File: src/rtl/blackjack_round_ctrl.sv
// Round sequencer for the lab4 blackjack game: deals the opening hands through a
// request/valid card source, runs the player and dealer turns, resolves and tallies.
module blackjack_round_ctrl (
    input  logic        clk_200Hz,
    input  logic        rst,
    input  logic        start,
    input  logic        hit,
    input  logic        stay,
    output logic        card_req,
    input  logic        card_vld,
    input  logic [3:0]  card_idx,
    output logic [4:0]  player_total,
    output logic [4:0]  dealer_total,
    output logic [3:0]  card_out,
    output logic [1:0]  result,
    output logic        round_done,
    output logic [15:0] wins,
    output logic [15:0] losses,
    output logic [15:0] pushes,
    output logic [3:0]  state_dbg
);

    // Handshake: a card transfers on a rising edge where card_req && card_vld are both
    // high; card_req is a registered Moore output of the draw states, card_vld is free.
    typedef enum logic [3:0] {
        IDLE    = 4'd0,
        DEAL_P1 = 4'd1,
        DEAL_D1 = 4'd2,
        DEAL_P2 = 4'd3,
        DEAL_D2 = 4'd4,
        PLAYER  = 4'd5,
        P_DRAW  = 4'd6,
        DEALER  = 4'd7,
        D_DRAW  = 4'd8,
        RESOLVE = 4'd9,
        DONE    = 4'd10
    } state_t;

    localparam logic [1:0] RES_WIN  = 2'b01;
    localparam logic [1:0] RES_LOSS = 2'b10;
    localparam logic [1:0] RES_PUSH = 2'b11;

    state_t      state;
    state_t      next_state;
    logic [2:0]  player_aces;
    logic [2:0]  dealer_aces;
    logic        accept;
    logic [7:0]  player_next;
    logic [7:0]  dealer_next;

    // Returns {ace_count, total}; one ace is softened from 11 to 1 when the hand busts.
    function automatic logic [7:0] add_card(input logic [4:0] total,
                                            input logic [2:0] aces,
                                            input logic [3:0] idx);
        logic [5:0] value;
        logic [5:0] sum;
        logic [2:0] count;
        if (idx == 4'd0)
            value = 6'd11;
        else if (idx <= 4'd9)
            value = {2'b00, idx} + 6'd1;
        else
            value = 6'd10;
        sum   = {1'b0, total} + value;
        count = aces + {2'b00, (idx == 4'd0)};
        if (sum > 6'd21 && count != 3'd0) begin
            sum   = sum - 6'd10;
            count = count - 3'd1;
        end
        return {count, sum[4:0]};
    endfunction

    function automatic logic is_draw(input state_t s);
        return (s == DEAL_P1) || (s == DEAL_D1) || (s == DEAL_P2) ||
               (s == DEAL_D2) || (s == P_DRAW)  || (s == D_DRAW);
    endfunction

    assign accept      = card_req && card_vld;
    assign player_next = add_card(player_total, player_aces, card_idx);
    assign dealer_next = add_card(dealer_total, dealer_aces, card_idx);
    assign state_dbg   = state;

    always_comb begin
        next_state = state;
        case (state)
            IDLE, DONE: if (start)  next_state = DEAL_P1;
            DEAL_P1:    if (accept) next_state = DEAL_D1;
            DEAL_D1:    if (accept) next_state = DEAL_P2;
            DEAL_P2:    if (accept) next_state = DEAL_D2;
            DEAL_D2:    if (accept) next_state = PLAYER;
            PLAYER: begin
                if (player_total == 5'd21) next_state = DEALER;
                else if (stay)             next_state = DEALER;
                else if (hit)              next_state = P_DRAW;
            end
            P_DRAW:  if (accept) next_state = (player_next[4:0] > 5'd21) ? RESOLVE : PLAYER;
            DEALER:  next_state = (dealer_total >= 5'd17) ? RESOLVE : D_DRAW;
            D_DRAW:  if (accept) next_state = DEALER;
            RESOLVE: next_state = DONE;
            default: next_state = IDLE;
        endcase
    end

    always_ff @(posedge clk_200Hz or posedge rst) begin
        if (rst) begin
            state        <= IDLE;
            card_req     <= 1'b0;
            round_done   <= 1'b0;
            player_total <= 5'd0;
            dealer_total <= 5'd0;
            player_aces  <= 3'd0;
            dealer_aces  <= 3'd0;
            card_out     <= 4'd0;
            result       <= 2'b00;
            wins         <= 16'd0;
            losses       <= 16'd0;
            pushes       <= 16'd0;
        end else begin
            state      <= next_state;
            card_req   <= is_draw(next_state);
            round_done <= (state == RESOLVE);

            if ((state == IDLE || state == DONE) && start) begin
                player_total <= 5'd0;
                dealer_total <= 5'd0;
                player_aces  <= 3'd0;
                dealer_aces  <= 3'd0;
                card_out     <= 4'd0;
                result       <= 2'b00;
            end

            if (accept) begin
                card_out <= card_idx;
                case (state)
                    DEAL_P1, DEAL_P2, P_DRAW: begin
                        player_total <= player_next[4:0];
                        player_aces  <= player_next[7:5];
                    end
                    DEAL_D1, DEAL_D2, D_DRAW: begin
                        dealer_total <= dealer_next[4:0];
                        dealer_aces  <= dealer_next[7:5];
                    end
                    default: ;
                endcase
            end

            if (state == RESOLVE) begin
                if (player_total > 5'd21 || (dealer_total <= 5'd21 && player_total < dealer_total)) begin
                    result <= RES_LOSS;
                    if (losses != 16'hFFFF) losses <= losses + 16'd1;
                end else if (dealer_total > 5'd21 || player_total > dealer_total) begin
                    result <= RES_WIN;
                    if (wins != 16'hFFFF) wins <= wins + 16'd1;
                end else begin
                    result <= RES_PUSH;
                    if (pushes != 16'hFFFF) pushes <= pushes + 16'd1;
                end
            end
        end
    end

endmodule

File: config.mk
export PLATFORM = sky130hd
export DESIGN_NAME = blackjack_round_ctrl
export DESIGN_NICKNAME = d
export VERILOG_FILES = /design/src/rtl/blackjack_round_ctrl.sv
export SDC_FILE = /design/constraint.sdc
export NUM_CORES = 1
export LEC_CHECK = 0
export ABC_CLOCK_PERIOD_IN_PS = 2550
export BUFFER_PORTS_ARGS = -buffer_cell sky130_fd_sc_hd__buf_2
export CAP_MARGIN = 20
export CORE_MARGIN = 2
export CORE_UTILIZATION = 30
export CTS_CLUSTER_DIAMETER = 60
export DETAILED_ROUTE_END_ITERATION = 6
export SLEW_MARGIN = 10
export SYNTH_ARGS = -nofsm -noshare
export SYNTH_HDL_FRONTEND = slang
export SYNTH_SLANG_ARGS = --single-unit
export TNS_END_PERCENT = 50
File: constraint.sdc
create_clock -name clk_200Hz -period 2.55 [get_ports clk_200Hz]
set_input_delay 0.3825 -clock clk_200Hz [delete_from_list [all_inputs] [get_ports clk_200Hz]]
set_output_delay 0.3825 -clock clk_200Hz [all_outputs]
set_load 0.02 [all_outputs]
==> qor.yml <==
synth_area_leaders: "dfrtp_1, xnor2_1, ha_1, nand3_1, nand2_1"
r2r_start: "player_total[1]"
period_share_pct: 114
yosysTopAreaCell: "dfrtp_1"
final_cell_mix: "buf_2, dfrtp_1, buf_4"
cp_slowest_cell: "a221o_1"
die_area_um2: 16800
synth-seq-cells: 76
violations: "setup timing"
dr_wl_met3_um: 667
crit_family: "compound AO/OA/AOI/OAI gates"
antenna_found_initial: 0
p_sw_mw: 2.79
combinationalPowerShare_pct: 58.1
start_util_pct: 31.0
cp_max_fo: 4
nets: 702
clockBufferDepth: 2
r2r_slack_ps: -100
htreeDepth: 3
crit_path_end_kind: "flop"
critPathBufInv: 2
coreArea_um2: 15300
path_clk_slew_ps: 60
final.setup_skew_ps: 9.19
dpl.hpwl_um: 9570
io_pins: 80
n_fill_cell: 1475
finalSetupViolCount: 16
p_leak_nw: 3.19
synthDistinctLibCells: 63
rsz0062_at_grt: "true"
clkPwrFrac_pct: 18.0
met1_length_um: 5750
final_cells: 876
rr_worst_depth: 8
grtUsageTotal_pct: 15.7
met2_length_um: 6120
antenna_cells: 0
synth_top_area_share_pct: 40.1
r2r_end: "state_dbg[2]"
ys_warn_count: 0
grt_overflow: 0
insertion_delay_ps: 340
cts_tree: "built"
synth_cells: 507
placed_cells: 854
worst_slack_ps: -359
critPathKind: "in2reg"
syn_to_final_growth_pct: 39.1
required_ps: 2770
numPortBuffers: 79
place_ws_ps: -845
mostFrequentLayoutCell: "buf_2"
drv_cap: 0
async_reset_ff_share_pct: 100
ys.flop_type: "dfrtp_1"
synth-seq-area-share_pct: 40.1
arrival_ps: 3120
synth_edf_count: 0
start_kind: "primary input"
grt_pass1_vias: 4423
ant_nets: 0
switching_share_pct: 41.8
place_area_um2: 5990
hold_class: "in2async"
vias: 4338
critical-path-max-stage-delay_ps: 430
dieWidth_um: 130
crit_path_cell_trace: "buf_12 -> inv_16 -> ha_4 -> nor2_4 -> nor2_2 -> nand2_1 -> a21o_1 -> ha_1 -> a21o_1 -> maj3_2 -> a221o_1 -> a21oi_1 -> nor2_1 -> o211a_1 -> o41a_1"
outcome: "finished with violations"
grt_pass1_wl_um: 21100
internal-power_mw: 3.89
cts_buffers: 9
post_drt_wl_per_cell_um: 14.6
syn-cell-area_um2: 4750
globalplace.congestion: 0.827
first_pass_iters: 6
hold_viol: 0
cellPowerDensity_nw_per_um2: 1010
remaining_drc_errors: 0
multiInputGateArea_um2: 2980
fin_hold_ws_ps: 122
synth_area_per_cell_um2: 9.36
utilization_pct: 43.1
vias_per_cell: 4.95
grt_max_degree: 50
routed_wl_um: 12800
period_needed_ps: 2910
seq_area_um2: 1900
peakVddDrop_uv: 435
max_slew_margin_pct: 57.2
ctsRootBufferMaster: "clkbuf_16"
p_seq_share_pct: 23.8
path_common_cell: "a21o_1"
die_h_um: 130
cts.sinks: 76
drtIter0Drc: 201
highest_layer: "met4"
rows: 45
ctsHoldBuffers: 0
slew_violations: 0
drive_above_1_share_pct: 35.5
fin_area_um2: 6600
max_slew.worst_pin.slew_ps: 641
clock.fmax_mhz: 344
## what timing repair did
action / in CTS / in global routing
setup endpoints to repair: 16 / 49
resized for setup: 27 / 34
setup buffers: 4 / 2
pin swaps: 12 / 12
## sequential cells by signal, summed over array words and instances, names as in the netlist, 4 cells and up
signal / flops
losses: 16
pushes: 16
wins: 16
dealer_total: 5
player_total: 5
card_out: 4
state_dbg: 4
## layer usage
layer | global-route usage (%) | up-vias
li1 | - | 2099
met1 | 19.8 | 2110
met2 | 26.1 | 114
met3 | 4.55 | 15
met4 | 4.87 | 0
met5 | 0 | -
## Yosys cell counts, types with 3 or more instances
| cell | n |
|---|---|
| a211oi_1 | 4 |
| a21o_1 | 6 |
| a21oi_1 | 18 |
| and2_1 | 5 |
| and3_1 | 7 |
| and4_1 | 5 |
| clkbuf_1 | 15 |
| dfrtp_1 | 76 |
| ha_1 | 30 |
| inv_1 | 29 |
| mux2_1 | 5 |
| mux2i_1 | 3 |
| nand2_1 | 46 |
| nand2b_1 | 9 |
| nand3_1 | 40 |
| nand3b_1 | 4 |
| nand4_1 | 12 |
| nor2_1 | 35 |
| nor2b_1 | 8 |
| nor3_1 | 17 |
| o21ai_0 | 8 |
| o21ai_1 | 12 |
| o31ai_1 | 6 |
| o32ai_1 | 3 |
| xnor2_1 | 45 |
| xor2_1 | 13 |
## power by group through the flow
stage / clock, mW / combinational [mW] / sequential, mW
after floorplan: 0 / 1.93 / 1.83
after global placement: 0 / 3.29 / 1.60
after detailed placement: 0 / 3.39 / 1.61
after CTS: 1.24 / 3.58 / 1.59
after global routing: 1.30 / 4.28 / 1.62
final: 1.21 / 3.88 / 1.59
## worst reg2reg max path: cells and delay by family, from the launching register on
| family | cells | cell delay [ps] |
|---|---|---|
| DFF | 1 | 470 |
| and+or+nand+nor | 1 | 70 |
| adders and majority gates | 2 | 730 |
| AOI/OAI and AO/OA | 5 | 1280 |
## kinds of logic (layout without fill, tap and decap cells)
family	after synthesis	in the layout	share of synthesized area, %
flip-flops	76	76	40.1
multiplexers	10	10	2.29
other	1	2	0.0790
adder cells (fa/ha/maj)	33	33	8.99
buffers and inverters	46	203	3.64
XOR/XNOR	59	59	11.0
AND/OR/NAND/NOR	197	197	21.0
AO/OA/AOI/OAI	85	85	12.9
## through the flow
| step | power [mW] | TNS [ps] |
|---|---|---|
| 6_report | 6.68 | -3460 |
| 5_1_grt | 7.19 | -5790 |
| 4_1_cts | 6.41 | -3180 |
| 3_5_place_dp | 5.00 | -11680 |
| 3_3_place_gp | 4.89 | -10580 |
| 2_1_floorplan | 3.75 | -4770 |
## final cells by class
type / instances / share of cell area (%)
inverters: 30 / 2.14
multi-input cells: 386 / 45.1
clock inverters: 4 / 0.493
clock buffers: 12 / 3.73
repair buffers: 157 / 15.7
well taps: 211 / 4.00
flip-flops and latches: 76 / 28.8
## worst max path at each step
stage,slack (ps),from,cells past startpoint,to
after floorplan,-380,card_idx[1],14,state_dbg[2]
after global placement,-740,card_idx[1],16,player_total[2]
after detailed placement,-840,card_idx[1],16,player_aces[1]
after CTS,-330,card_idx[0],15,state_dbg[2]
after global routing,-490,card_idx[0],15,state_dbg[2]
final,-360,card_idx[1],15,state_dbg[2]
Note: power is estimated with default switching activity, not from simulation.
